==> src/rtl/cr16_alu_arbiter.sv <==
// Round-robin arbiter sharing one registered-latency cr16_alu between two requesters.
// Grants on one edge, holds enable for one cycle, captures the ALU result two edges later.
module cr16_alu_arbiter #(
  parameter int P_WIDTH = 16
) (
  input  logic               I_CLK,
  input  logic               I_NRESET,
  input  logic [1:0]         I_REQ,
  input  logic [3:0]         I_OPCODE0,
  input  logic [3:0]         I_OPCODE1,
  input  logic [P_WIDTH-1:0] I_A0,
  input  logic [P_WIDTH-1:0] I_B0,
  input  logic [P_WIDTH-1:0] I_A1,
  input  logic [P_WIDTH-1:0] I_B1,
  output logic [1:0]         O_GNT,
  output logic [1:0]         O_DONE,
  output logic [P_WIDTH-1:0] O_RESULT,
  output logic [4:0]         O_STATUS,
  output logic               O_BUSY,
  output logic               O_ALU_ENABLE,
  output logic [3:0]         O_ALU_OPCODE,
  output logic [P_WIDTH-1:0] O_ALU_A,
  output logic [P_WIDTH-1:0] O_ALU_B,
  input  logic [P_WIDTH-1:0] I_ALU_C,
  input  logic [4:0]         I_ALU_STATUS
);

  typedef enum logic [1:0] {
    S_IDLE  = 2'd0,
    S_ISSUE = 2'd1,
    S_WAIT  = 2'd2,
    S_DONE  = 2'd3
  } state_t;

  state_t             r_state;
  logic               r_ptr;     // index of the requester favoured on a tie
  logic               r_winner;
  logic [1:0]         r_gnt;
  logic [1:0]         r_done;
  logic [P_WIDTH-1:0] r_result;
  logic [4:0]         r_status;
  logic               r_busy;
  logic               r_alu_enable;
  logic [3:0]         r_alu_opcode;
  logic [P_WIDTH-1:0] r_alu_a;
  logic [P_WIDTH-1:0] r_alu_b;

  state_t             w_state_next;
  logic               w_ptr_next;
  logic               w_winner_next;
  logic [1:0]         w_gnt_next;
  logic [1:0]         w_done_next;
  logic [P_WIDTH-1:0] w_result_next;
  logic [4:0]         w_status_next;
  logic               w_alu_enable_next;
  logic [3:0]         w_alu_opcode_next;
  logic [P_WIDTH-1:0] w_alu_a_next;
  logic [P_WIDTH-1:0] w_alu_b_next;
  logic               w_pick;

  // A lone requester always wins; on a tie the pointer decides.
  always_comb begin
    case (I_REQ)
      2'b01:   w_pick = 1'b0;
      2'b10:   w_pick = 1'b1;
      default: w_pick = r_ptr;
    endcase
  end

  always_comb begin
    w_state_next      = r_state;
    w_ptr_next        = r_ptr;
    w_winner_next     = r_winner;
    w_gnt_next        = 2'b00;
    w_done_next       = 2'b00;
    w_result_next     = r_result;
    w_status_next     = r_status;
    w_alu_enable_next = 1'b0;
    w_alu_opcode_next = r_alu_opcode;
    w_alu_a_next      = r_alu_a;
    w_alu_b_next      = r_alu_b;
    case (r_state)
      S_IDLE: begin
        if (|I_REQ) begin
          w_state_next      = S_ISSUE;
          w_winner_next     = w_pick;
          w_ptr_next        = ~w_pick;
          w_gnt_next        = w_pick ? 2'b10 : 2'b01;
          w_alu_enable_next = 1'b1;
          w_alu_opcode_next = w_pick ? I_OPCODE1 : I_OPCODE0;
          w_alu_a_next      = w_pick ? I_A1 : I_A0;
          w_alu_b_next      = w_pick ? I_B1 : I_B0;
        end
      end
      S_ISSUE: w_state_next = S_WAIT;
      S_WAIT: begin
        w_state_next  = S_DONE;
        w_result_next = I_ALU_C;
        w_status_next = I_ALU_STATUS;
        w_done_next   = r_winner ? 2'b10 : 2'b01;
      end
      default: w_state_next = S_IDLE;
    endcase
  end

  always_ff @(posedge I_CLK) begin
    if (!I_NRESET) begin
      r_state      <= S_IDLE;
      r_ptr        <= 1'b0;
      r_winner     <= 1'b0;
      r_gnt        <= '0;
      r_done       <= '0;
      r_result     <= '0;
      r_status     <= '0;
      r_busy       <= 1'b0;
      r_alu_enable <= 1'b0;
      r_alu_opcode <= '0;
      r_alu_a      <= '0;
      r_alu_b      <= '0;
    end else begin
      r_state      <= w_state_next;
      r_ptr        <= w_ptr_next;
      r_winner     <= w_winner_next;
      r_gnt        <= w_gnt_next;
      r_done       <= w_done_next;
      r_result     <= w_result_next;
      r_status     <= w_status_next;
      r_busy       <= (w_state_next != S_IDLE);
      r_alu_enable <= w_alu_enable_next;
      r_alu_opcode <= w_alu_opcode_next;
      r_alu_a      <= w_alu_a_next;
      r_alu_b      <= w_alu_b_next;
    end
  end

  assign O_GNT        = r_gnt;
  assign O_DONE       = r_done;
  assign O_RESULT     = r_result;
  assign O_STATUS     = r_status;
  assign O_BUSY       = r_busy;
  assign O_ALU_ENABLE = r_alu_enable;
  assign O_ALU_OPCODE = r_alu_opcode;
  assign O_ALU_A      = r_alu_a;
  assign O_ALU_B      = r_alu_b;

endmodule
==> config.mk <==
export PLATFORM = sky130hd
export DESIGN_NAME = cr16_alu_arbiter
export DESIGN_NICKNAME = d
export VERILOG_FILES = /design/src/rtl/cr16_alu_arbiter.sv
export SDC_FILE = /design/constraint.sdc
export NUM_CORES = 1
export LEC_CHECK = 0
export BUFFER_PORTS_ARGS = -buffer_cell sky130_fd_sc_hd__buf_2
export CAP_MARGIN = 20
export CORE_MARGIN = 1.5
export CORE_UTILIZATION = 43
export DETAILED_ROUTE_END_ITERATION = 10
export PLACE_DENSITY = 0.79
export SYNTH_ARGS = -nofsm -noshare
export SYNTH_HDL_FRONTEND = slang
export SYNTH_SLANG_ARGS = --single-unit
==> constraint.sdc <==
create_clock -name I_CLK -period 1.8 [get_ports I_CLK]
set_input_delay 0 -clock I_CLK [delete_from_list [all_inputs] [get_ports I_CLK]]
set_output_delay 0 -clock I_CLK [all_outputs]
set_load 0.005 [all_outputs]
==> summary.txt <==
Status
  • Outcome: finished with violations
  • Violated checks: negative hold slack

Yosys
  • Number of synthesized flops with an enable pin: 0
  • Sequential element share of the synthesized area: around half
  • Yosys warns: 0
  • Syn Inst Count: 227
  • Share of async-settable or async-resettable flops after synthesis: 0%
  • Synthesized area: roughly 0.0027 mm^2
  • Number of different library cells in the post-synthesis netlist: 23
  • Number of nets in the synthesized netlist: 328
  • Syn Area/Cell: 11.9 um^2
  • Prevailing post-synth register cell: sky130_fd_sc_hd__dfxtp_1
  • Synthesized flop and latch total: 67

GRT
  • Total GRT Usage: 25.9%
  • Number of antenna violations at the first check in global routing: 0
  • Pin count of the biggest net entering global routing: 41
  • Wire length of the first global-routing pass: 13.1 mm
  • Vias in the first global route: roughly 2,800
  • Leftover overflow at the end of global routing: 0

STA
  • Count of final hold-check violations: 11
  • Setup Total Neg Slack: 0 ns
  • Worst-margin pin slew: 0.389 ns
  • Post-route minimum period: roughly 1.7 ns
  • RSZ-0062 raised after global routing: no
  • Setup-violating endpoint count in the final report: 0
  • Final number of max-transition violations: 0
  • Worst relative slew slack: approximately 74%
  • Skew final: ~0.0041 ns
  • Fin crit share: 96.9%
  • Maximum clock rate: approximately 0.57 GHz
  • Worst-case hold slack: -0.0625 ns

Power and ir drop
  • Total power density per cell area: ~1200 mW/mm^2
  • Sw frac: ~31%
  • Switching component of the power: 1830 uW
  • Max VDD drop: approximately 1100 uV
  • Part of the total power dissipated in sequential elements: roughly 37%
  • Logic gate share of total power: 38.8%
  • Share of power burned in the clock network: 24.1%
  • Static Leakage: 0.00236 uW
  • Internal power: just over 4000 uW
  • Total power consumption of the routed design: 5870 uW

Clocking
  • Maximum count of clock buffers along a single path: 2
  • Root Buffer Master: sky130_fd_sc_hd__clkbuf_8
  • Worst-path clk slew: around 0.070 ns
  • H-tree Lvls: 3
  • Clock tree from TritonCTS: built
  • Number of buffers inserted during clock tree synthesis: 9
  • Clock latency of the later-clocked register in the worst-skew pair: between 0.3 and 0.4 ns
  • TritonCTS Sinks: 67

Hold path
  • Worst hold-check path type: in -> reg

Route
  • Total via count after detailed routing: 2,763
  • Count of routing violations after the opening detailed-route iteration: 68
  • Remaining routing DRC violations: 0
  • Antenna-violating nets left: 0
  • Final wirelength: 9.06 mm
  • First drt pass iteration count: 4
  • Avg Vias per Cell: between 5 and 6
  • Wire length per cell: 16.4 um

Worst setup path
  • Worst-path fanout max: 6
  • Required time of the critical path: approximately 2 ns
  • Worst EP arrival: between 1.5 and 2 ns
  • Type of element launching the critical path: flop
  • Capturing element type of the critical path: flop
  • Category of the critical setup timing path: reg -> reg

Floorplanning
  • Core Rows: 28
  • Starting density of the core: approximately 45%
  • Die area: 0.00679 mm^2
  • Width of the die: between 80 and 90 um
  • Chip Height: roughly 80 um
  • Ports placed on the boundary: 160
  • Core ar.: about 0.0060 mm^2

Cells and area
  • Antenna diodes: 0
  • Share of layout cells above drive strength 1: a little over two fifths
  • Number of filler instances in the final layout: 371
  • Multi-input logic area: between 0.001 and 0.0015 mm^2
  • Share of the core filled with cells in the final layout: between 70 and 80%
  • Cell area after layout: 0.00473 mm^2
  • Leading cell types in the layout, fill and taps excluded: sky130_fd_sc_hd__buf_2 (159), sky130_fd_sc_hd__dlygate4sd3_1 (77), sky130_fd_sc_hd__dfxtp_1 (67)
  • Layout overhead on the synthesized area: 74.4%
  • Most common cell after layout, fill and taps aside: sky130_fd_sc_hd__buf_2
  • Net count reported at finish: 573
  • Register area: ~0.0013 mm^2

Placement
  • Quantity of I/O buffers inserted on ports: 159
  • Final GP Congestion: between 0.7 and 0.8
  • Area after detailed placement: 0.00355 mm^2
  • Detailed placement HPWL: 4.23 mm

Job
  • MaxCap Viol Count: 0
## cells in the mapped netlist, types with 2 or more instances
library cell                 n  area, um^2
sky130_fd_sc_hd__o2bb2ai_1  32         280
sky130_fd_sc_hd__and2_1      2        12.5
sky130_fd_sc_hd__buf_8       3        45.0
sky130_fd_sc_hd__buf_2      11        55.1
sky130_fd_sc_hd__ha_1        4        50.1
sky130_fd_sc_hd__nand2_1     2        7.51
sky130_fd_sc_hd__inv_1       5        18.8
sky130_fd_sc_hd__mux2i_1    58         581
sky130_fd_sc_hd__nor2b_1    24         150
sky130_fd_sc_hd__clkbuf_1    3        11.3
sky130_fd_sc_hd__o2bb2ai_2   4        60.1
sky130_fd_sc_hd__nor2_1      2        7.51
sky130_fd_sc_hd__dfxtp_1    67        1340
## flip-flops by register name, summed over array words and instances, names as in the netlist, 2 cells and up
signal / cells
O_ALU_A: 16
O_ALU_B: 16
O_ALU_OPCODE: 4
O_DONE: 2
O_GNT: 2
O_RESULT: 16
O_STATUS: 5
r_state: 2
## power by group through the flow
| stage | Combinational (uW) | Sequential [uW] | Clock (uW) |
|---|---|---|---|
| after floorplan | 1110 | 2210 | 0 |
| after global placement | 1790 | 2170 | 0 |
| after detailed placement | 1830 | 2170 | 0 |
| after CTS | 2100 | 2150 | 1440 |
| after global routing | 2490 | 2220 | 1500 |
| final | 2280 | 2180 | 1420 |
## critical path: stages (launching register included)
cell,delay (ns)
sky130_fd_sc_hd__dfxtp_1,0.33
sky130_fd_sc_hd__mux2i_4,0.16
sky130_fd_sc_hd__buf_12,0.15
sky130_fd_sc_hd__clkbuf_16,0.16
sky130_fd_sc_hd__mux2i_1,0.20
sky130_fd_sc_hd__dlygate4sd3_1,0.57
sky130_fd_sc_hd__o2bb2ai_1,0.06
## layout make-up
type | instances | share of cell area [%]
clock inverters | 4 | 1.53
repair buffers | 252 | 38.2
clock buffers | 12 | 3.28
multi-input cells | 137 | 26.3
inverters | 5 | 0.397
flip-flops and latches | 67 | 28.4
well taps | 75 | 1.98
## per-layer routing
layer  track usage, %  up-vias  share of wire, %
met4             13.9        0               3.5
met5                0        -                 0
met2             47.1      136                51
li1                 -     1303                 -
met3             6.70       35               8.0
met1             27.0     1289                38
## path summary, 6_finish.rpt
kind,slack (ns),from,depth (start not counted),endpoint
setup / recovery,0.06,r_ptr$_SDFFE_PN0P_,6,O_ALU_B[4]$_SDFFE_PN0P_
hold / removal,-0.06,I_A0[15],3,O_ALU_A[15]$_SDFFE_PN0P_
setup reg to reg,0.06,r_ptr$_SDFFE_PN0P_,6,O_ALU_B[4]$_SDFFE_PN0P_
hold reg to reg,0.44,r_winner$_SDFFE_PN0P_,1,O_DONE[0]$_SDFF_PN0_
## through the flow
step                      setup slack, ns  instances
after floorplan                     0.427        227
after global placement              0.371        447
after detailed placement            0.310        447
after CTS                          0.0435        556
after global routing              0.00690        552
final                              0.0556        552
## kinds of logic after synthesis
logic type	synth area share (%)
AO/OA/AOI/OAI	13.4
adder cells (fa/ha/maj)	1.85
buffers and inverters	5.21
flip-flops	49.5
multiplexers	22.2
AND/OR/NAND/NOR	7.80
## what timing repair did
item | 4_1_cts | 5_1_grt
gates resized for setup | 0 | 5
endpoints found under the hold margin | 57 | 2
hold buffers | 93 | 2
setup buffers | 0 | 6
setup endpoints to repair | 0 | 33
Note: power is estimated with default switching activity, not from simulation.
